===== src/rtl/wb_src_pkg.sv =====
// wb_src_pkg: shared types and constants for the write-back source sequencer.
//   state_t    : FSM state encoding (IDLE/WAIT/WRITE/ERR)
//   WB_*       : write-back class codes, also used as the mux selector value
//   needs_wait : true for classes whose data comes from a multi-cycle producer
package wb_src_pkg;

  typedef enum logic [1:0] {
    ST_IDLE  = 2'd0,
    ST_WAIT  = 2'd1,
    ST_WRITE = 2'd2,
    ST_ERR   = 2'd3
  } state_t;

  localparam logic [2:0] WB_ALU     = 3'd0;
  localparam logic [2:0] WB_HI      = 3'd1;
  localparam logic [2:0] WB_LO      = 3'd2;
  localparam logic [2:0] WB_MEM     = 3'd3;
  localparam logic [2:0] WB_SHIFT   = 3'd4;
  localparam logic [2:0] WB_LUI     = 3'd5;
  localparam logic [2:0] WB_LINK    = 3'd6;
  localparam logic [2:0] WB_ILLEGAL = 3'd7;

  // HI/LO come from the mult/div unit, MEM from the memory port.
  function automatic logic needs_wait(input logic [2:0] wb_class);
    case (wb_class)
      WB_HI, WB_LO, WB_MEM: needs_wait = 1'b1;
      default:              needs_wait = 1'b0;
    endcase
  endfunction

endpackage


===== src/rtl/wb_wait_timer.sv =====
// wb_wait_timer: wait-cycle counter with synchronous clear and enable.
//   clk, reset_n : clock, asynchronous active-low reset
//   clr          : clear counter to 0 (has priority over en)
//   en           : increment once per cycle while below MAX_WAIT
//   tc           : terminal count, high while count == MAX_WAIT
module wb_wait_timer #(
  parameter int MAX_WAIT = 40,
  parameter int CNT_W    = 6
) (
  input  logic clk,
  input  logic reset_n,
  input  logic clr,
  input  logic en,
  output logic tc
);

  localparam logic [CNT_W-1:0] TC_VAL = CNT_W'(MAX_WAIT);
  localparam logic [CNT_W-1:0] ONE    = CNT_W'(1);

  logic [CNT_W-1:0] count_r;

  // Wait counter; saturates at the terminal value so it can never wrap.
  always_ff @(posedge clk or negedge reset_n) begin
    if (!reset_n) begin
      count_r <= '0;
    end else if (clr) begin
      count_r <= '0;
    end else if (en && !tc) begin
      count_r <= count_r + ONE;
    end else begin
      count_r <= count_r;
    end
  end

  assign tc = (count_r == TC_VAL);

endmodule


===== src/rtl/wb_src_ctrl.sv =====
// wb_src_ctrl: write-back source sequencer for the multicycle core.
// Accepts one write-back request in IDLE, drives the register-write-data mux
// selector, waits on memory / mult-div where needed and then strobes the
// register-bank write enable. Illegal classes and stuck producers pulse error.
//   clk, reset_n         : clock, asynchronous active-low reset
//   start                : request strobe (only looked at in IDLE)
//   wb_class, dest_reg   : source class and destination register of the request
//   mem_ready            : memory read data valid (class MEM)
//   muldiv_done          : mult/div result valid (classes HI, LO)
//   selector, reg_addr   : captured mux select / write address (registered)
//   reg_write            : one-cycle write strobe, suppressed for $zero
//   busy, done, error    : status (all registered)
module wb_src_ctrl
  import wb_src_pkg::*;
#(
  parameter int MAX_WAIT = 40,
  parameter int CNT_W    = 6
) (
  input  logic       clk,
  input  logic       reset_n,
  input  logic       start,
  input  logic [2:0] wb_class,
  input  logic [4:0] dest_reg,
  input  logic       mem_ready,
  input  logic       muldiv_done,
  output logic [2:0] selector,
  output logic       reg_write,
  output logic [4:0] reg_addr,
  output logic       busy,
  output logic       done,
  output logic       error
);

  state_t state_r;
  logic   ready_s;
  logic   tc_s;
  logic   in_wait_s;

  assign in_wait_s = (state_r == ST_WAIT);

  // Counter is held at zero outside WAIT, so it reads 0 on the first WAIT cycle.
  wb_wait_timer #(
    .MAX_WAIT (MAX_WAIT),
    .CNT_W    (CNT_W)
  ) u_timer (
    .clk     (clk),
    .reset_n (reset_n),
    .clr     (!in_wait_s),
    .en      (in_wait_s),
    .tc      (tc_s)
  );

  // Pick the ready input that belongs to the captured class; the other is ignored.
  always_comb begin
    ready_s = 1'b0;
    case (selector)
      WB_MEM:       ready_s = mem_ready;
      WB_HI, WB_LO: ready_s = muldiv_done;
      default:      ready_s = 1'b0;
    endcase
  end

  // Sequencer FSM with capture registers and registered strobes.
  always_ff @(posedge clk or negedge reset_n) begin
    if (!reset_n) begin
      state_r   <= ST_IDLE;
      selector  <= 3'b000;
      reg_addr  <= 5'd0;
      reg_write <= 1'b0;
      busy      <= 1'b0;
      done      <= 1'b0;
      error     <= 1'b0;
    end else begin
      reg_write <= 1'b0;
      done      <= 1'b0;
      error     <= 1'b0;
      case (state_r)
        ST_IDLE: begin
          if (start) begin
            selector <= wb_class;
            reg_addr <= dest_reg;
            busy     <= 1'b1;
            if (wb_class == WB_ILLEGAL) begin
              state_r <= ST_ERR;
              error   <= 1'b1;
            end else if (needs_wait(wb_class)) begin
              state_r <= ST_WAIT;
            end else begin
              state_r   <= ST_WRITE;
              reg_write <= (dest_reg != 5'd0);
              done      <= 1'b1;
            end
          end else begin
            busy <= 1'b0;
          end
        end
        ST_WAIT: begin
          // Ready takes priority over the timeout on the terminal cycle.
          if (ready_s) begin
            state_r   <= ST_WRITE;
            reg_write <= (reg_addr != 5'd0);
            done      <= 1'b1;
          end else if (tc_s) begin
            state_r <= ST_ERR;
            error   <= 1'b1;
          end else begin
            state_r <= ST_WAIT;
          end
        end
        ST_WRITE, ST_ERR: begin
          state_r <= ST_IDLE;
          busy    <= 1'b0;
        end
        default: begin
          state_r <= ST_IDLE;
          busy    <= 1'b0;
        end
      endcase
    end
  end

endmodule


===== config.mk =====
export PLATFORM = sky130hd
export DESIGN_NAME = wb_src_ctrl
export DESIGN_NICKNAME = d
export VERILOG_FILES = /design/src/rtl/wb_src_pkg.sv /design/src/rtl/wb_wait_timer.sv /design/src/rtl/wb_src_ctrl.sv
export SDC_FILE = /design/constraint.sdc
export NUM_CORES = 1
export LEC_CHECK = 0
export BUFFER_PORTS_ARGS = -buffer_cell sky130_fd_sc_hd__buf_2
export CAP_MARGIN = 20
export CELL_PAD_IN_SITES_DETAIL_PLACEMENT = 1
export CELL_PAD_IN_SITES_GLOBAL_PLACEMENT = 1
export CORE_MARGIN = 5
export CORE_UTILIZATION = 40
export DETAILED_ROUTE_END_ITERATION = 8
export PLACE_DENSITY_LB_ADDON = 0.1
export SYNTH_ARGS = -nofsm -noshare
export SYNTH_HDL_FRONTEND = slang
export SYNTH_SLANG_ARGS = --single-unit

===== constraint.sdc =====
create_clock -name clk -period 1.99 [get_ports clk]
set_clock_uncertainty 0.15 [all_clocks]
set_input_delay 0.398 -clock clk [delete_from_list [all_inputs] [get_ports clk]]
set_output_delay 0.398 -clock clk [all_outputs]
set_load 0.02 [all_outputs]

* Word level (Yosys, flattened, before mapping)
Index checks and enable logic that the tools add are counted.
Storage, ports and cells: bits in registers 20, latch bits 0, memory bits (writable) 0, memory bits (read-only) 0, bits of input ports 13, word-level logic and storage cells 62, memories kept 0
Cells by class: add/subtract/negate cells 1, multipliers 0, divide/modulo/power cells 0, $lt $le $gt $ge 0, eq/ne operators 13, shifts and indexed selects 0, mux-type cells 30, bitwise operators 0, reductions and logical operators 10
Operators with widths (count):
- 1-bit 2-to-1 mux | 17
- 3-bit by 2-bit equality test with 1-bit output, second input constant | 4
- 6-bit 2-to-1 mux | 2
- 2-bit 2-to-1 mux | 5
- 1-bit case mux with 2 select lines | 5
- 5-bit nonzero test | 2
- 6-bit by 1-bit adder with 6-bit output, second input constant | 1
- 3-bit by 1-bit equality test with 1-bit output, second input constant | 2
- 6-bit equality test, second input constant | 1
- 2-bit case mux with 3 select lines | 1
- 2-bit equality test, second input constant | 2
- 2-bit != test, second input constant | 2
- 2-bit OR reduction | 2
- 3-bit equality test, second input constant | 1
- 3-bit OR reduction | 1
- 2-bit by 1-bit equality test with 1-bit output, second input constant | 1
- 2-bit zero test | 1
- 2-bit AND reduction | 1
- 2-bit nonzero test | 1
- 1-bit logical AND | 1
- 1-bit zero test | 1

* Depth between registers and ports, before layout
Gate-level depths: netlist (run 1).
depth in word-level cells 10, gate-level depth with buffers 5

* By module
A second synthesis (run 1) with hierarchy kept.
Unflattened totals: cells, all modules 86, area total of the unflattened synthesis 987.2 sq um
Modules (own cells, without submodules):
- wb_src_ctrl | instances 1, cells each 46, area each 603.1 sq um, seq. area each 350.3 sq um
- wb_wait_timer | instances 1, cells each 40, area each 384.1 sq um, seq. area each 150.1 sq um

* Worst setup path after synthesis (run 1)
No wires, ideal clock.
path type register to register, from register reg_addr[0], to register reg_write, setup time 0.132 ns, arrival 1.187 ns, required time 1.708 ns, slack 0.521 ns, stages on the path, launching flop included 4, buffers on the path 0, path through dfrtp_1 or4_1 o21ai_1 o22ai_2
Between the ends: word-level cells in the longest chain between the ends 3
Ends and longest elaborated chain:
- start: declaration | line wb_src_ctrl.sv:28 | output logic [4:0] reg_addr,
- start signal: assignment | line wb_src_ctrl.sv:81 | reg_addr <= dest_reg;
- 5-bit nonzero test | line wb_src_ctrl.sv:101 | reg_write <= (reg_addr != 5'd0);
- 1-bit 2-to-1 mux | line wb_src_ctrl.sv:99 | if (ready_s) begin
- 1-bit case mux with 2 select lines | line wb_src_ctrl.sv:77 | case (state_r)
- end signal: assignment | line wb_src_ctrl.sv:90 | reg_write <= (dest_reg != 5'd0);
- end signal: assignment | line wb_src_ctrl.sv:101
- end: declaration | line wb_src_ctrl.sv:27 | output logic reg_write,
No other way between the ends. A chain may end at the register's enable or synchronous reset.

* Worst setup path in the final report (run 1)
from register state_r[0], to register reg_addr[1]
Between the ends: word-level cells in the longest chain between the ends 2
Ends and longest elaborated chain:
- start: declaration | line wb_src_ctrl.sv:34 | state_t state_r;
- start signal: assignment | line wb_src_ctrl.sv:66 | state_r <= ST_IDLE;
- start signal: assignment | line wb_src_ctrl.sv:84 | state_r <= ST_ERR;
- start signal: assignment | line wb_src_ctrl.sv:87 | state_r <= ST_WAIT;
- 2-bit zero test | line wb_src_ctrl.sv:77
- 2-bit AND reduction (no line)
No other way between the ends.

==> results of run 1 <==
## through the flow
step	cells	util [%]	hold slack (ns)	setup slack [ns]	area (sq um)
3_5_place_dp	133	49.8	0.221	0.444	1130
6_report	137	51.2	0.168	0.495	1160
4_1_cts	137	51.2	0.170	0.503	1160
2_1_floorplan	80	-	-0.0476	0.521	973
5_1_grt	137	51.2	0.174	0.398	1160
3_3_place_gp	133	49.8	0.221	0.489	1130
## sequential cells by signal (all words and copies together), names as in the netlist
signal / cells
busy: 1
done: 1
error: 1
reg_addr: 5
reg_write: 1
selector: 3
state_r: 2
u_timer.count_r: 6
## power groups by stage
stage / Combinational, uW / Sequential, uW / Clock [uW]
global route: 746 / 695 / 216
finish: 687 / 665 / 189
global placement: 681 / 665 / 0
CTS: 702 / 671 / 197
detailed placement: 693 / 677 / 0
floorplan: 347 / 792 / 0
## logic make-up (layout without fill, tap and decap cells)
group / count (synthesis) / after routing / share of synthesized area [%]
XOR/XNOR: 4 / 4 / 3.60
buffers and inverters: 5 / 34 / 2.70
multiplexers: 7 / 7 / 9.64
AND/OR/NAND/NOR: 25 / 25 / 17.4
adder cells (fa/ha/maj): 2 / 2 / 2.57
AO/OA/AOI/OAI: 17 / 17 / 12.7
flip-flops: 20 / 20 / 51.4
## layout by cell type (no fill, tap or decap), types with 2 or more instances in the layout
master,Yosys,routed
buf_2,0,24
dfrtp_1,20,20
nand2_1,5,5
o21ai_0,5,5
inv_1,4,4
mux2_4,4,4
a21oi_1,4,4
xor2_1,3,3
nor2_1,3,3
nand3_1,3,3
mux2_2,3,3
clkbuf_4,0,3
nand3_2,2,2
or4_1,2,2
nor3_1,2,2
ha_1,2,2
buf_4,0,2
## layer usage
| metal | vias to the layer above | wire length (um) | part of all wire, % | GRT usage (%) |
|---|---|---|---|---|
| met5 | - | 0 | 0 | 0 |
| met1 | 365 | 907 | 43 | 16.6 |
| li1 | 348 | - | - | - |
| met3 | 2 | 127 | 6.0 | 4.36 |
| met4 | 0 | 13 | 0.62 | 1.94 |
| met2 | 18 | 1050 | 50 | 22.6 |
## worst min path at each step
stage | start | to | slack [ns] | cells after the start
floorplan | reset_n | busy | -0.05 | 0
global placement | reset_n | u_timer.count_r[5] | 0.22 | 1
detailed placement | reset_n | u_timer.count_r[5] | 0.22 | 1
CTS | wb_class[2] | selector[2] | 0.17 | 3
global route | dest_reg[2] | reg_addr[2] | 0.17 | 2
finish | wb_class[2] | selector[2] | 0.17 | 3
## cell type report
cell class / count / share of cell area, %
Tap cell: 28 / 3.01
Sequential cell: 20 / 43.0
Timing Repair Buffer: 27 / 12.5
Inverter: 4 / 1.29
Clock buffer: 3 / 1.93
Multi-Input combinational cell: 55 / 38.3
## worst max-delay path, delay by kind of cell, from the launching register on
kind	cells	cell delay [ns]
buffers and inverters	1	0.19
muxes	1	0.34
DFF	1	0.46
and+or+nand+nor	1	0.24
==> impl_metrics.env, run 1 <==
export IMPL_pwr_share_comb_pct=44.6
export IMPL_setup_tns_ns=0
export IMPL_drt_iter0_markers=7
export IMPL_max_stage_delay_ns=0.46
export IMPL_cts_buffers=3
export IMPL_syn_nets=95
export IMPL_synthArstFlopShare_pct=100
export IMPL_p_leak_uw=0.000554
export IMPL_finalHoldViolCount=0
export IMPL_start_kind="flop"
export IMPL_required_ns=2.03
export IMPL_power_frac_clock_pct=12.3
export IMPL_first_global_vias=794
export IMPL_ios=25
export IMPL_power_frac_seq_pct=43.2
export IMPL_netlist_area_sq_um=973
export IMPL_synth_seq_cells=20
export IMPL_switching_power_uw=625
export IMPL_synth_cell_types=32
export IMPL_hpwlAfterDp_mm=1.60
export IMPL_worst_setup_path_type="flop to flop"
export IMPL_yosys_area_top_type="dfrtp_1"
export IMPL_fin_nets=126
export IMPL_cap_violations=0
export IMPL_avgRoutedWirePerCell_um=15.3
export IMPL_fin_crit_sh_pct=75.1
export IMPL_rsz0062_at_grt="false"
export IMPL_endpoint="reg_addr[1]"
export IMPL_die_h_um=59.3
export IMPL_yosys_top_cells_count="dfrtp_1, nand2_1, o21ai_0"
export IMPL_fillers=246
export IMPL_holdBufCountCts=1
export IMPL_reg2reg_to="reg_addr[1]"
export IMPL_portBuffers=24
export IMPL_overflow=0
export IMPL_synth_seq_area_share_pct=51.4
export IMPL_startpoint="state_r[0]"
export IMPL_layout_min_cycle_time_ns=1.49
export IMPL_synth_edf_count=0
export IMPL_final_seq_area_sq_um=500
export IMPL_final_max_slew_viol_count=0
export IMPL_multi_input_area_sq_um=447
export IMPL_vdd_ir_drop_max_mv=0.858
export IMPL_r2r_cells=3
export IMPL_die_w_um=59.3
export IMPL_clk_latency_ns=0.30
export IMPL_cts_tree="done"
export IMPL_r2r_start="state_r[0]"
export IMPL_cts_setup_buffers=0
export IMPL_power_density_nw_per_um2=1320
export IMPL_area_growth_pct=19.7
export IMPL_status="completed"
export IMPL_via_count=733
export IMPL_min_path_type="primary input to flop"
export IMPL_drive_gt1_share_pct=39.4
export IMPL_dieArea_sq_um=3520
export IMPL_max_slew_margin_pct=71.2
export IMPL_viasPerCell=5.35
export IMPL_clock_sinks=20
export IMPL_path_clk_slew_ns=0.11
export IMPL_crit_chain="nor3b_4 -> buf_4 -> mux2_2"
export IMPL_cts_buffer_depth=2
export IMPL_fin_total_pwr_uw=1540
export IMPL_cp_arrival_ns=1.53
export IMPL_finalSetupViolations=0
export IMPL_post_synth_inst_count=80
export IMPL_yosys_top_cells_area="dfrtp_1, mux2_4, mux2_2, xor2_1, ha_1"
export IMPL_tightest_slew_ns=0.432
export IMPL_max_freq_mhz=669
export IMPL_synthMostInstantiatedCell="dfrtp_1"
export IMPL_finalWeightedCongestion=0.728
export IMPL_start_util_pct=42.8
export IMPL_critPathCaptureType="flop"
export IMPL_path_max_fanout=6
export IMPL_grt_antenna_before_repair=0
export IMPL_grt_total_usage_pct=13.3
export IMPL_avgSynthCellArea_sq_um=12.2
export IMPL_cts_root_buf="clkbuf_4"
export IMPL_drc_errors=0
export IMPL_grt_pass1_wl_mm=3.62
export IMPL_drtAntennaViolNets=0
export IMPL_std_cell_rows=17
export IMPL_drt_pass1_iterations=2
export IMPL_grt_max_degree=21
export IMPL_n_antenna_cell=0
export IMPL_yosysWarnings=0
export IMPL_intPower_uw=916
export IMPL_core_sq_um=2280
export IMPL_htree_levels=1
export IMPL_yosysTopAreaCellShare_pct=51.4
export IMPL_sw_frac_of_total_pct=40.6
export IMPL_synth_main_ff_cell="dfrtp_1"
export IMPL_r2r_slack_ns=0.50
export IMPL_wl_mm=2.10
export IMPL_cts_resized=0
export IMPL_cp_slowest_cell="dfrtp_1"
No activity file was read; power rests on OpenSTA's default activity.
==> inputs of run 2 (changes only) <==
==> constraint.sdc (replaced) <==
create_clock -name clk -period 1.6 [get_ports clk]
set_clock_uncertainty 0.15 [all_clocks]
set_input_delay 0.32 -clock clk [delete_from_list [all_inputs] [get_ports clk]]
set_output_delay 0.32 -clock clk [all_outputs]
set_load 0.02 [all_outputs]
==> run 2 against run 1 <==
First-iteration DRC count grew 71%. Routed wire length shrank 0.52%. Die area is the same.
==> impl_metrics.env, run 2 (synthesis results as in run 1) <==
export IMPL_status="completed"
export IMPL_finalSetupViolations=0
export IMPL_die_w_um=59.3
export IMPL_hpwlAfterDp_mm=1.67
export IMPL_grt_pass1_wl_mm=3.51
export IMPL_fin_crit_sh_pct=90.8
export IMPL_start_kind="flop"
export IMPL_viasPerCell=5.12
export IMPL_cts_buffers=3
export IMPL_max_slew_margin_pct=70.2
export IMPL_post_dp_cell_area_sq_um=1130
export IMPL_grt_max_degree=21
export IMPL_cts_buffer_depth=2
export IMPL_largest_reg_flops=6
export IMPL_dp_cells=133
export IMPL_min_path_type="primary input to flop"
export IMPL_layout_min_cycle_time_ns=1.45
export IMPL_die_h_um=59.3
export IMPL_r2r_slack_ns=0.15
export IMPL_setup_tns_ns=0
export IMPL_layout_commonest_cell="buf_2"
export IMPL_clock_sinks=20
export IMPL_cts_root_buf="clkbuf_4"
export IMPL_path_max_fanout=6
export IMPL_drt_iter0_markers=12
export IMPL_htree_levels=1
export IMPL_rsz0062_at_grt="false"
export IMPL_max_stage_delay_ns=0.46
export IMPL_path_clk_slew_ns=0.11
export IMPL_required_ns=1.64
export IMPL_drtAntennaViolNets=0
export IMPL_power_density_nw_per_um2=1640
export IMPL_worst_hold_slack_ns=0.113
export IMPL_dieArea_sq_um=3520
export IMPL_cp_arrival_ns=1.49
export IMPL_clk_latency_ns=0.29
export IMPL_avgRoutedWirePerCell_um=15.3
export IMPL_reg_largest_list="u_timer.count_r x6, reg_addr x5, selector x3"
export IMPL_p_leak_uw=0.000554
export IMPL_ios=25
export IMPL_vdd_ir_drop_max_mv=0.897
export IMPL_portBuffers=24
export IMPL_crit_buf_inv=1
export IMPL_via_count=702
export IMPL_busiest_layer="met2"
export IMPL_regMostFlops="u_timer.count_r"
export IMPL_cts_tree="done"
export IMPL_grt_use_met3_pct=1.96
export IMPL_critPathCaptureType="flop"
export IMPL_fin_nets=126
export IMPL_tightest_slew_ns=0.446
export IMPL_cap_violations=0
export IMPL_finalHoldViolCount=0
export IMPL_final_max_slew_viol_count=0
export IMPL_drc_errors=0
export IMPL_fin_ws_ns=0.148
export IMPL_n_antenna_cell=0
export IMPL_first_global_vias=802
export IMPL_final_cells=137
export IMPL_finalWeightedCongestion=0.708
export IMPL_core_sq_um=2280
export IMPL_area_growth_pct=19.7
export IMPL_start_util_pct=42.8
export IMPL_overflow=0
export IMPL_grt_total_usage_pct=13.2
export IMPL_crit_chain="nor3b_4 -> buf_4 -> mux2_2"
export IMPL_drive_gt1_share_pct=39.4
export IMPL_cts_setup_buffers=0
export IMPL_layout_common_cells="buf_2, dfrtp_1, nand2_1, o21ai_0"
export IMPL_design_area_sq_um=1160
export IMPL_worst_setup_path_type="flop to flop"
export IMPL_grt_antenna_before_repair=0
export IMPL_met2_usage_pct=22.2
export IMPL_drt_pass1_iterations=4
export IMPL_path_delay_family="flip-flops"
export IMPL_max_freq_mhz=689
export IMPL_std_cell_rows=17
export IMPL_post_place_ws_ns=0.141
export IMPL_use_met1_pct=16.7
export IMPL_cp_slowest_cell="dfrtp_1"
export IMPL_wl_mm=2.09
## run 2: cell counts in the layout (fill, tap and decap cells not counted)
No cell type changed its count.
## run 2: report_power, final
| group | internal [uW] | total [uW] | switching [uW] |
|---|---|---|---|
| Clock | 87.5 | 227 | 140 |
| Sequential | 675 | 826 | 151 |
| Combinational | 376 | 853 | 477 |
| Total | 1140 | 1910 | 767 |
## run 2: metrics by stage
stage / power [uW] / util (%)
detailed placement: 1710 / 49.8
floorplan: 1420 / -
global route: 2050 / 51.2
finish: 1910 / 51.2
CTS: 1950 / 51.2
global placement: 1670 / 49.8
## run 2: worst paths after layout
path                             start           to  depth (start not counted)
max in group asynchronous      reset_n   state_r[0]                          2
setup / recovery            state_r[0]  reg_addr[4]                          3
hold / removal             dest_reg[0]  reg_addr[0]                          2
hold reg to reg                   busy         busy                          1
setup reg to reg            state_r[0]  reg_addr[4]                          3
min in group asynchronous      reset_n        error                          2
## run 2: what timing repair did
item                      in CTS  in global routing
resized for setup              0                  0
hold buffers                   1                  0
hold endpoints to repair      20                  0
## run 2: final cells by class
cell class	count	area, sq um
tap	28	35.0
multi-input combinational	55	447
sequential	20	500
clock buffer	3	22.5
inverter	4	15.0
fill	257	1110
timing repair buffer	27	145
## run 2: worst reg2reg max path, stage by stage (launching register included)
cell and delay, ns:
dfrtp_1 0.46, nor3b_4 0.22, buf_4 0.18, mux2_2 0.34
## run 2: metal layers
| layer | wire, um | vias up |
|---|---|---|
| li1 | - | 349 |
| met5 | 0 | - |
| met2 | 1010 | 15 |
| met3 | 84 | 2 |
| met1 | 985 | 336 |
| met4 | 11 | 0 |
